$ cat config.mk
export PLATFORM = sky130hd
export DESIGN_NAME = vt52_command_parser_flat
export DESIGN_NICKNAME = d
export VERILOG_FILES = /design/src/rtl/vt52_command_parser_if.sv /design/src/rtl/vt52_command_parser.sv /design/src/flat_wrapper.sv
export SDC_FILE = /design/constraint.sdc
export NUM_CORES = 1
export LEC_CHECK = 0
export ABC_AREA = 1
export BUFFER_PORTS_ARGS = -buffer_cell sky130_fd_sc_hd__buf_2
export CAP_MARGIN = 10
export CORE_UTILIZATION = 40
export DETAILED_ROUTE_END_ITERATION = 7
export GPL_TIMING_DRIVEN = 0
export PLACE_DENSITY_LB_ADDON = 0.3
export SLEW_MARGIN = 30
export SYNTH_ARGS = -nofsm -noshare
export SYNTH_HDL_FRONTEND = slang
export SYNTH_SLANG_ARGS = --single-unit
$ cat constraint.sdc
create_clock -name clk -period 3.1 [get_ports clk]
set_input_delay 0.465 -clock clk [delete_from_list [all_inputs] [get_ports clk]]
set_output_delay 0.465 -clock clk [all_outputs]
set_load 0.02 [all_outputs]
$ cat src/rtl/vt52_command_parser_if.sv
// Byte stream from the host plus the display-update strobes produced by the VT52 parser.
// The master side is the host/display environment; the parser connects on the slave side.
interface vt52_command_parser_if #(
   parameter int COLS_LOG2 = 6,
   parameter int ROWS_LOG2 = 4
);
   logic [7:0]                     in_data;
   logic                           in_valid;
   logic                           in_ready;
   logic [7:0]                     new_char;
   logic [COLS_LOG2+ROWS_LOG2-1:0] new_char_address;
   logic                           new_char_wen;
   logic [COLS_LOG2-1:0]           new_cursor_x;
   logic [ROWS_LOG2-1:0]           new_cursor_y;
   logic                           new_cursor_wen;
   logic [ROWS_LOG2-1:0]           new_first_row;
   logic                           new_first_row_wen;

   modport master (
      output in_data, in_valid,
      input  in_ready, new_char, new_char_address, new_char_wen,
      input  new_cursor_x, new_cursor_y, new_cursor_wen,
      input  new_first_row, new_first_row_wen
   );

   modport slave (
      input  in_data, in_valid,
      output in_ready, new_char, new_char_address, new_char_wen,
      output new_cursor_x, new_cursor_y, new_cursor_wen,
      output new_first_row, new_first_row_wen
   );
endinterface

$ cat src/rtl/vt52_command_parser.sv
// VT52-subset interpreter: turns host bytes into char-buffer writes, cursor moves and
// scroll updates for a circular text buffer; owns the cursor and first_row state.
module vt52_command_parser #(
   parameter int         COLS_LOG2 = 6,
   parameter int         ROWS_LOG2 = 4,
   parameter logic [7:0] BLANK     = 8'h20
) (
   input logic                  clk,
   input logic                  clr,
   vt52_command_parser_if.slave bus
);
   localparam int AW      = COLS_LOG2 + ROWS_LOG2;
   localparam int MAX_COL = (1 << COLS_LOG2) - 1;
   localparam int MAX_ROW = (1 << ROWS_LOG2) - 1;

   localparam logic [2:0] S_IDLE    = 3'd0;
   localparam logic [2:0] S_ESC     = 3'd1;
   localparam logic [2:0] S_Y_ROW   = 3'd2;
   localparam logic [2:0] S_Y_COL   = 3'd3;
   localparam logic [2:0] S_CLEAR   = 3'd4;

   localparam logic [COLS_LOG2-1:0] X_ONE = COLS_LOG2'(1);
   localparam logic [ROWS_LOG2-1:0] Y_ONE = ROWS_LOG2'(1);
   localparam logic [AW-1:0]        A_ONE = AW'(1);

   logic [2:0]           state;
   logic [COLS_LOG2-1:0] cursor_x;
   logic [ROWS_LOG2-1:0] cursor_y;
   logic [ROWS_LOG2-1:0] first_row;
   logic [ROWS_LOG2-1:0] pend_row;
   logic [AW-1:0]        clr_idx;
   logic [AW-1:0]        clr_end;
   logic                 ready;
   logic [7:0]           char_q;
   logic [AW-1:0]        addr_q;
   logic                 char_wen;
   logic                 cursor_wen;
   logic                 fr_wen;

   logic                 accept;
   logic [7:0]           b;

   assign accept = bus.in_valid & ready;
   assign b      = bus.in_data;

   assign bus.in_ready          = ready;
   assign bus.new_char          = char_q;
   assign bus.new_char_address  = addr_q;
   assign bus.new_char_wen      = char_wen;
   assign bus.new_cursor_x      = cursor_x;
   assign bus.new_cursor_y      = cursor_y;
   assign bus.new_cursor_wen    = cursor_wen;
   assign bus.new_first_row     = first_row;
   assign bus.new_first_row_wen = fr_wen;

   // ESC Y coordinates are biased by 32; out-of-range values pin to the screen edge.
   function automatic int clamp_offset(input logic [7:0] v, input int hi);
      int d;
      d = int'(v) - 32;
      if (d < 0) return 0;
      if (d > hi) return hi;
      return d;
   endfunction

   function automatic logic [COLS_LOG2-1:0] inc_x(input logic [COLS_LOG2-1:0] x);
      return (x == '1) ? x : x + X_ONE;
   endfunction

   function automatic logic [COLS_LOG2-1:0] dec_x(input logic [COLS_LOG2-1:0] x);
      return (x == '0) ? x : x - X_ONE;
   endfunction

   function automatic logic [ROWS_LOG2-1:0] inc_y(input logic [ROWS_LOG2-1:0] y);
      return (y == '1) ? y : y + Y_ONE;
   endfunction

   function automatic logic [ROWS_LOG2-1:0] dec_y(input logic [ROWS_LOG2-1:0] y);
      return (y == '0) ? y : y - Y_ONE;
   endfunction

   function automatic logic [COLS_LOG2-1:0] tab_stop(input logic [COLS_LOG2-1:0] x);
      logic [COLS_LOG2:0] t;
      t = {1'b0, x | COLS_LOG2'(7)} + (COLS_LOG2+1)'(1);
      return t[COLS_LOG2] ? '1 : t[COLS_LOG2-1:0];
   endfunction

   // Logical rows are relative to first_row; the buffer row index wraps.
   function automatic logic [AW-1:0] phys_addr(input logic [ROWS_LOG2-1:0] fr,
                                               input logic [AW-1:0]        lin);
      logic [ROWS_LOG2-1:0] row;
      row = fr + lin[AW-1:COLS_LOG2];
      return {row, lin[COLS_LOG2-1:0]};
   endfunction

   logic                 clear_go;
   logic                 lf_scroll;
   logic [AW-1:0]        clear_lo;
   logic [AW-1:0]        clear_hi;
   logic [ROWS_LOG2-1:0] clear_fr;

   // Clear start: the first BLANK write is issued on the same edge that accepts the byte.
   always_comb begin
      lf_scroll = accept && (state == S_IDLE) && (b == 8'h0A) && (cursor_y == '1);
      clear_go  = 1'b0;
      clear_lo  = {cursor_y, cursor_x};
      clear_hi  = {cursor_y, {COLS_LOG2{1'b1}}};
      clear_fr  = first_row;
      if (lf_scroll) begin
         clear_go = 1'b1;
         clear_lo = {cursor_y, {COLS_LOG2{1'b0}}};
         clear_fr = first_row + Y_ONE;
      end else if (accept && (state == S_ESC) && (b == "J")) begin
         clear_go = 1'b1;
         clear_hi = '1;
      end else if (accept && (state == S_ESC) && (b == "K")) begin
         clear_go = 1'b1;
      end
   end

   always_ff @(posedge clk or posedge clr) begin
      if (clr) begin
         state      <= S_IDLE;
         cursor_x   <= '0;
         cursor_y   <= '0;
         first_row  <= '0;
         pend_row   <= '0;
         clr_idx    <= '0;
         clr_end    <= '0;
         ready      <= 1'b1;
         char_q     <= '0;
         addr_q     <= '0;
         char_wen   <= 1'b0;
         cursor_wen <= 1'b0;
         fr_wen     <= 1'b0;
      end else begin
         char_wen   <= 1'b0;
         cursor_wen <= 1'b0;
         fr_wen     <= 1'b0;
         if (state == S_CLEAR) begin
            if (clr_idx == clr_end) begin
               state <= S_IDLE;
               ready <= 1'b1;
            end else begin
               clr_idx  <= clr_idx + A_ONE;
               char_wen <= 1'b1;
               char_q   <= BLANK;
               addr_q   <= phys_addr(first_row, clr_idx + A_ONE);
            end
         end else if (accept) begin
            case (state)
               S_IDLE: begin
                  if (b >= 8'h20 && b <= 8'h7E) begin
                     char_wen   <= 1'b1;
                     char_q     <= b;
                     addr_q     <= phys_addr(first_row, {cursor_y, cursor_x});
                     cursor_x   <= inc_x(cursor_x);
                     cursor_wen <= 1'b1;
                  end else begin
                     case (b)
                        8'h0D: begin
                           cursor_x   <= '0;
                           cursor_wen <= 1'b1;
                        end
                        8'h08: begin
                           cursor_x   <= dec_x(cursor_x);
                           cursor_wen <= 1'b1;
                        end
                        8'h09: begin
                           cursor_x   <= tab_stop(cursor_x);
                           cursor_wen <= 1'b1;
                        end
                        8'h0A: begin
                           cursor_wen <= 1'b1;
                           if (cursor_y != '1) begin
                              cursor_y <= cursor_y + Y_ONE;
                           end else begin
                              first_row <= clear_fr;
                              fr_wen    <= 1'b1;
                           end
                        end
                        8'h1B:   state <= S_ESC;
                        default: ;
                     endcase
                  end
               end
               S_ESC: begin
                  state <= S_IDLE;
                  case (b)
                     "A": begin
                        cursor_y   <= dec_y(cursor_y);
                        cursor_wen <= 1'b1;
                     end
                     "B": begin
                        cursor_y   <= inc_y(cursor_y);
                        cursor_wen <= 1'b1;
                     end
                     "C": begin
                        cursor_x   <= inc_x(cursor_x);
                        cursor_wen <= 1'b1;
                     end
                     "D": begin
                        cursor_x   <= dec_x(cursor_x);
                        cursor_wen <= 1'b1;
                     end
                     "H": begin
                        cursor_x   <= '0;
                        cursor_y   <= '0;
                        cursor_wen <= 1'b1;
                     end
                     "Y":     state <= S_Y_ROW;
                     default: ;
                  endcase
               end
               S_Y_ROW: begin
                  pend_row <= ROWS_LOG2'(clamp_offset(b, MAX_ROW));
                  state    <= S_Y_COL;
               end
               S_Y_COL: begin
                  cursor_y   <= pend_row;
                  cursor_x   <= COLS_LOG2'(clamp_offset(b, MAX_COL));
                  cursor_wen <= 1'b1;
                  state      <= S_IDLE;
               end
               default: state <= S_IDLE;
            endcase
            if (clear_go) begin
               state    <= S_CLEAR;
               ready    <= 1'b0;
               clr_idx  <= clear_lo;
               clr_end  <= clear_hi;
               char_wen <= 1'b1;
               char_q   <= BLANK;
               addr_q   <= phys_addr(clear_fr, clear_lo);
            end
         end
      end
   end
endmodule
$ cat src/flat_wrapper.sv
// flat-port wrapper written by rule: the top's interface ports become plain ports
module vt52_command_parser_flat 
#(
   parameter int         COLS_LOG2 = 6,
   parameter int         ROWS_LOG2 = 4,
   parameter logic [7:0] BLANK     = 8'h20
)
  (clk, clr, bus_in_data, bus_in_valid, bus_in_ready, bus_new_char, bus_new_char_address, bus_new_char_wen, bus_new_cursor_x, bus_new_cursor_y, bus_new_cursor_wen, bus_new_first_row, bus_new_first_row_wen);
  vt52_command_parser_if #(.COLS_LOG2(COLS_LOG2), .ROWS_LOG2(ROWS_LOG2)) bus_i ();
  input logic clk;
  input logic clr;
  input wire logic [$bits(bus_i.in_data)-1:0] bus_in_data;
  input wire logic [$bits(bus_i.in_valid)-1:0] bus_in_valid;
  output wire logic [$bits(bus_i.in_ready)-1:0] bus_in_ready;
  output wire logic [$bits(bus_i.new_char)-1:0] bus_new_char;
  output wire logic [$bits(bus_i.new_char_address)-1:0] bus_new_char_address;
  output wire logic [$bits(bus_i.new_char_wen)-1:0] bus_new_char_wen;
  output wire logic [$bits(bus_i.new_cursor_x)-1:0] bus_new_cursor_x;
  output wire logic [$bits(bus_i.new_cursor_y)-1:0] bus_new_cursor_y;
  output wire logic [$bits(bus_i.new_cursor_wen)-1:0] bus_new_cursor_wen;
  output wire logic [$bits(bus_i.new_first_row)-1:0] bus_new_first_row;
  output wire logic [$bits(bus_i.new_first_row_wen)-1:0] bus_new_first_row_wen;
  assign bus_i.in_data = bus_in_data;
  assign bus_i.in_valid = bus_in_valid;
  assign bus_in_ready = bus_i.in_ready;
  assign bus_new_char = bus_i.new_char;
  assign bus_new_char_address = bus_i.new_char_address;
  assign bus_new_char_wen = bus_i.new_char_wen;
  assign bus_new_cursor_x = bus_i.new_cursor_x;
  assign bus_new_cursor_y = bus_i.new_cursor_y;
  assign bus_new_cursor_wen = bus_i.new_cursor_wen;
  assign bus_new_first_row = bus_i.new_first_row;
  assign bus_new_first_row_wen = bus_i.new_first_row_wen;
  vt52_command_parser #(.COLS_LOG2(COLS_LOG2), .ROWS_LOG2(ROWS_LOG2), .BLANK(BLANK)) u_core (.clk(clk), .clr(clr), .bus(bus_i));
endmodule
== After elaboration in Yosys (flattened, before gate mapping) ==
Index checks and enable logic that the tools add are counted.
Word-level totals
  output and inout port bits: 36
  input bits: 11
  bits in registers: 63
  logic and storage cells: 182
Operators by class
  bitwise gates (word level): 4
  magnitude comparators: 5
  muxes and demuxes: 90
  add/sub/neg operators: 11
  reduce and logical (&&, ||, !) cells: 26
  eq/ne operators: 33
Operator list (count)
  $mux 10: 12
  $eq 8x7->1 const B: 8
  $pmux 6 s3: 3
  $mux 6: 8
  $mux 8: 6
  $mux 1: 41
  $mux 4: 9
  $eq 8x4->1 const B: 4
  $pmux 4 s3: 2
  $mux 3: 6
  $add 4x4->4: 3
  $ne 4x4->1 const B: 3
  $reduce_and 3->1: 4
  $add 10x1->10 const B: 1
  $eq 10x10->1: 1
  $ne 2x2->1 const B: 5
  $gt 9x5->1 const B: 1
  $gt 9x7->1 const B: 1
  $lt 9x1->1 const B: 1
  $pmux 3 s3: 1
  $reduce_and 9->1: 1
  $reduce_bool 3->1: 3
  $sub 8x6->9 const B: 1
  $add 4x1->4 const B: 2
  29 further kinds: 42

== Longest topological paths before layout ==
  word-level depth: 13
  mapped depth: 18
  gate-level depth less buffers: 18

== Worst setup path after synthesis ==
Ideal clock, no wire load.
  path kind: reg-to-reg
  start point: reg u_core.cursor_y[1] (netlist: u_core.bus.new_cursor_y[1])
  end point: reg u_core.addr_q[9] (netlist: u_core.bus.new_char_address[9])
  buffers on the path: 0
  cell stages (with the launch flop): 18
  data arrival time: 2.413 ns
  setup time: 0.121 ns
  clock period less this slack: 2.533 ns
  required time: 2.979 ns
  path slack: 0.567 ns
  cells stage by stage: dfrtp_1 -> ha_1 -> nand2_1 -> nor2_4 -> inv_2 -> nor2_2 -> nand2_4 -> inv_1 -> nand2_1 -> o21ai_0 -> ha_1 -> nand3_1 -> nand2_1 -> nand2_1 -> nand2_1 -> nand3b_1 -> nand3_1 -> a21oi_1
Between the ends
  word-level cells in the longest chain between the ends: 7
  elaborated cells on any way between the ends: 14
  classes of those cells: 2 x add/sub; 1 x eq/ne; 7 x mux; 4 x reduce/logical
RTL lines
  start: declaration: line vt52_command_parser.sv:28  | logic [ROWS_LOG2-1:0] cursor_y;
  start signal: assignment: line vt52_command_parser.sv:175  | cursor_y <= cursor_y + Y_ONE;
  start signal: assignment: line vt52_command_parser.sv:190  | cursor_y <= dec_y(cursor_y);
  start signal: assignment: line vt52_command_parser.sv:194  | cursor_y <= inc_y(cursor_y);
  $eq 4x4->1: line vt52_command_parser.sv:103  | lf_scroll = accept && (state == S_IDLE) && (b == 8'h0A) && (cursor_y == '1);
  $logic_and 1x1->1: line vt52_command_parser.sv:103
  $mux 4: line vt52_command_parser.sv:108  | if (lf_scroll) begin
  $add 4x4->4: line vt52_command_parser.sv:91  | row = fr + lin[AW-1:COLS_LOG2];
  $mux 10: line vt52_command_parser.sv:226  | if (clear_go) begin
  $mux 10: line vt52_command_parser.sv:149  | end else if (accept) begin
  $mux 10: line vt52_command_parser.sv:139  | if (state == S_CLEAR) begin
  end signal: assignment: line vt52_command_parser.sv:147  | addr_q <= phys_addr(first_row, clr_idx + A_ONE);
  end signal: assignment: line vt52_command_parser.sv:155  | addr_q <= phys_addr(first_row, {cursor_y, cursor_x});
  end signal: assignment: line vt52_command_parser.sv:233  | addr_q <= phys_addr(clear_fr, clear_lo);
  end: declaration: line vt52_command_parser.sv:35  | logic [AW-1:0] addr_q;
Several ways; a longest one is shown, not always the timed one. The select of a mux whose other input is x is not followed.
A chain may end at the register's enable or synchronous reset.

== Final worst setup path ==
  start point: reg u_core.cursor_y[0] (netlist: u_core.bus.new_cursor_y[0])
  end point: reg u_core.addr_q[9] (netlist: u_core.bus.new_char_address[9])
Same word-level chain as after synthesis.

==> out/qor.yml <==
pwr:
  power_density_mw_per_mm2: 841.6
  ir_drop_uv: 466.2
  power.leakage_nw: 2.814
clocking:
  clk_pin_slew_worst_paths_ps: 60
  cts_buffer_depth: 2
  cts_buffers: 9
  cts_tree: "built"
  h-tree-depth: 3
  clk_latency_ps: 330
  cts_sinks: 58
  root_buffer: "clkbuf_16"
timing:
  rsz0062_at_grt: "false"
  fmax_mhz: 352.4
  maxSlewHeadroom: 0.6496
  finalSetupTns_ps: 0
  setup_viol: 0
  clock_skew_ps: 7.233
  tightest_slew_ps: 525.6
  fin_crit_sh: 0.9154
  finalMaxSlewViolations: 0
  period_needed_ps: 2838
  hold_viol_final: 0
floorplanning:
  initial_utilization: 0.4151
  core-area_sq_mm: 0.01098
  row_count: 38
  die_h_microns: 108.8
  pin_count: 47
  die_area_sq_mm: 0.01183
  die_w_microns: 108.8
yosys:
  synth_area_per_cell_sq_um: 6.715
  ys_types: 40
  yosysWarnings: 0
  syn_inst: 679
  syn_area_sq_mm: 0.004559
  synth-seq-cells: 58
  syn_nets: 713
  seq_area_frac_synth: 0.3186
layout:
  fin_cells: 879
  area_delta_synth_final_pct: 16.22
  final_common_cell: "nand2_1"
  drive_gt1_frac: 0.1516
  antenna_cells: 0
  final_cell_mix: "nand2_1, nand3_1, inv_1, nor2_1, dfrtp_1"
  utilization: 0.4825
  nets: 768
setup_path:
  critPathCaptureType: "flop"
  critical_path_class: "reg2reg"
  crit_top_cell: "nand2_1"
  cp_data_arrival_time_ps: 3050
  worstPathCellList: "ha_1, nand2_1, nor2_4, inv_2, nor2_2, nand2_4, clkinvlp_4, o21ai_0, ha_1, nand3_1, nand2_1, nand2_1, nand2_1, nand3b_1, nand3_1, a21oi_1"
  critPathLaunchType: "flop"
  critPathBufInv: 2
  slowest_delay_ps: 490
  critPathTopFamily: "simple AND/OR/NAND/NOR gates"
  path_max_fanout: 10
  cp_slowest_cell: "dfrtp_2"
  crit_required_ps: 3320
placed_design:
  portBuffers: 43
  place_hpwl_microns: 10090
  dp_cells: 863
  gp_congestion: 0.9080
grt:
  grt_pass1_wl_microns: 21740
  grt_pass1_vias: 4423
  grt_max_degree: 34
  grt_use_total: 0.2370
  overflow: 0
  antenna_found_initial: 0
route:
  drcViolationCount: 0
  antenna_left: 0
  drt_iter0_markers: 545
  avgViaCountPerCell: 5.411
  wl_per_cell_microns: 14.95
  num_vias: 4756
  routed_wl_microns: 13140
  drtPass1Iterations: 6
min_path:
  hold_path_class: "in2async"
status:
  status: "finished, final reports clean"
job:
  maxCapViolations: 0
metal layers:
layer,part of all wire,track usage
met3,0.056,0.04304
met4,0.018,0.07046
met1,0.45,0.3114
met2,0.47,0.3956
met5,0,0
path summary, 6_finish.rpt:
check / from / end / slack (ps) / cells after the start
setup / recovery: u_core.bus.new_cursor_y[0]$_DFFE_PP0P_ / u_core.bus.new_char_address[9]$_DFFE_PP0P_ / 260 / 16
hold reg to reg: u_core.bus.new_char_address[7]$_DFFE_PP0P_ / u_core.bus.new_char_address[7]$_DFFE_PP0P_ / 480 / 1
min in group clk: bus_in_data[6] / u_core.bus.new_char[6]$_DFFE_PP0P_ / 450 / 3
setup reg to reg: u_core.bus.new_cursor_y[0]$_DFFE_PP0P_ / u_core.bus.new_char_address[9]$_DFFE_PP0P_ / 260 / 16
hold / removal: clr / u_core.bus.new_char[0]$_DFFE_PP0P_ / 120 / 2
max in group asynchronous: clr / u_core.bus.new_cursor_y[0]$_DFFE_PP0P_ / 2460 / 3
Yosys cell counts (all sizes together):
cell type | n | area share
nor3 | 7 | 0.0077
dfrtp | 57 | 0.31
o21a | 4 | 0.0066
nor2 | 72 | 0.072
inv | 75 | 0.062
xnor2 | 7 | 0.013
clkbuf | 6 | 0.0052
clkinv | 2 | 0.0027
nand3 | 98 | 0.11
nand2 | 214 | 0.18
o31ai | 4 | 0.0066
or2 | 4 | 0.0055
nand4 | 15 | 0.021
xor2 | 10 | 0.019
dfstp | 1 | 0.0058
fa | 2 | 0.0088
buf | 12 | 0.019
o22ai | 1 | 0.0014
ha | 21 | 0.058
o2bb2ai | 1 | 0.0019
o211ai | 4 | 0.0066
nand3b | 1 | 0.0016
o21ai | 49 | 0.054
o21bai | 1 | 0.0016
a21oi | 11 | 0.013
power by group:
part           leakage [nW]  switching (W)  internal, W  total (W)
registers             0.717       0.000281      0.00103    0.00131
clock network         0.156       0.000365     0.000723    0.00109
logic                  1.94        0.00136     0.000707    0.00207
total                  2.81        0.00200      0.00246    0.00446
cells by family (layout without fill, tap and decap cells):
logic type,count (synthesis),after routing,share of synthesized area
simple gates,411,411,0.4023
fa+ha+maj,23,23,0.06641
buf+inv,95,155,0.08864
xor+xnor,17,17,0.03266
flops,58,58,0.3186
compound gates,75,75,0.09139
metrics by stage:
stage               instance area, sq um  hold WS, ps  power (W)  setup WS (ps)
floorplan                           4559        464.8   0.002742          566.8
global placement                    4950        470.1   0.003300          162.8
detailed placement                  4972        474.4   0.003349          58.50
CTS                                 5293        123.1   0.004454          103.3
global route                        5299        141.1   0.004796          69.36
finish                              5299        116.4   0.004460          262.2
repair_timing:
action,in CTS,in global routing
hold buffers,0,0
resized for setup,0,3
endpoints found under the hold margin,0,0
setup buffers,0,0
setup endpoints to repair,0,1
state kept, by name, indices dropped and copies added, names as in the netlist, named ones only:
name and count:
u_core.bus.in_ready 1, u_core.bus.new_char 8, u_core.bus.new_char_address 10, u_core.bus.new_char_wen 1, u_core.bus.new_cursor_wen 1, u_core.bus.new_cursor_x 6
u_core.bus.new_cursor_y 4, u_core.bus.new_first_row 2, u_core.bus.new_first_row_wen 1, u_core.clr_end 5, u_core.clr_idx 10, u_core.pend_row 4
u_core.state 3
area by class of cell:
class,instances,area (sq um)
buffer,18,110.1
timing repair buffer,44,235.2
inverter,77,300.3
multi-input combinational,526,2703
sequential,58,1455
clock inverter,5,77.57
fill,1107,5684
tap,140,175.2
clock buffer,11,242.7
worst reg2reg max path, cell delays in order, from the launching register on:
cell and delay (ps):
dfrtp_2 490, ha_1 240, nand2_1 120, nor2_4 60
inv_2 60, nor2_2 40, nand2_4 160, clkinvlp_4 210
o21ai_0 400, ha_1 320, nand3_1 120, nand2_1 60
nand2_1 60, nand2_1 60, nand3b_1 150, nand3_1 100
a21oi_1 80
(Power assumes the default switching activity.)
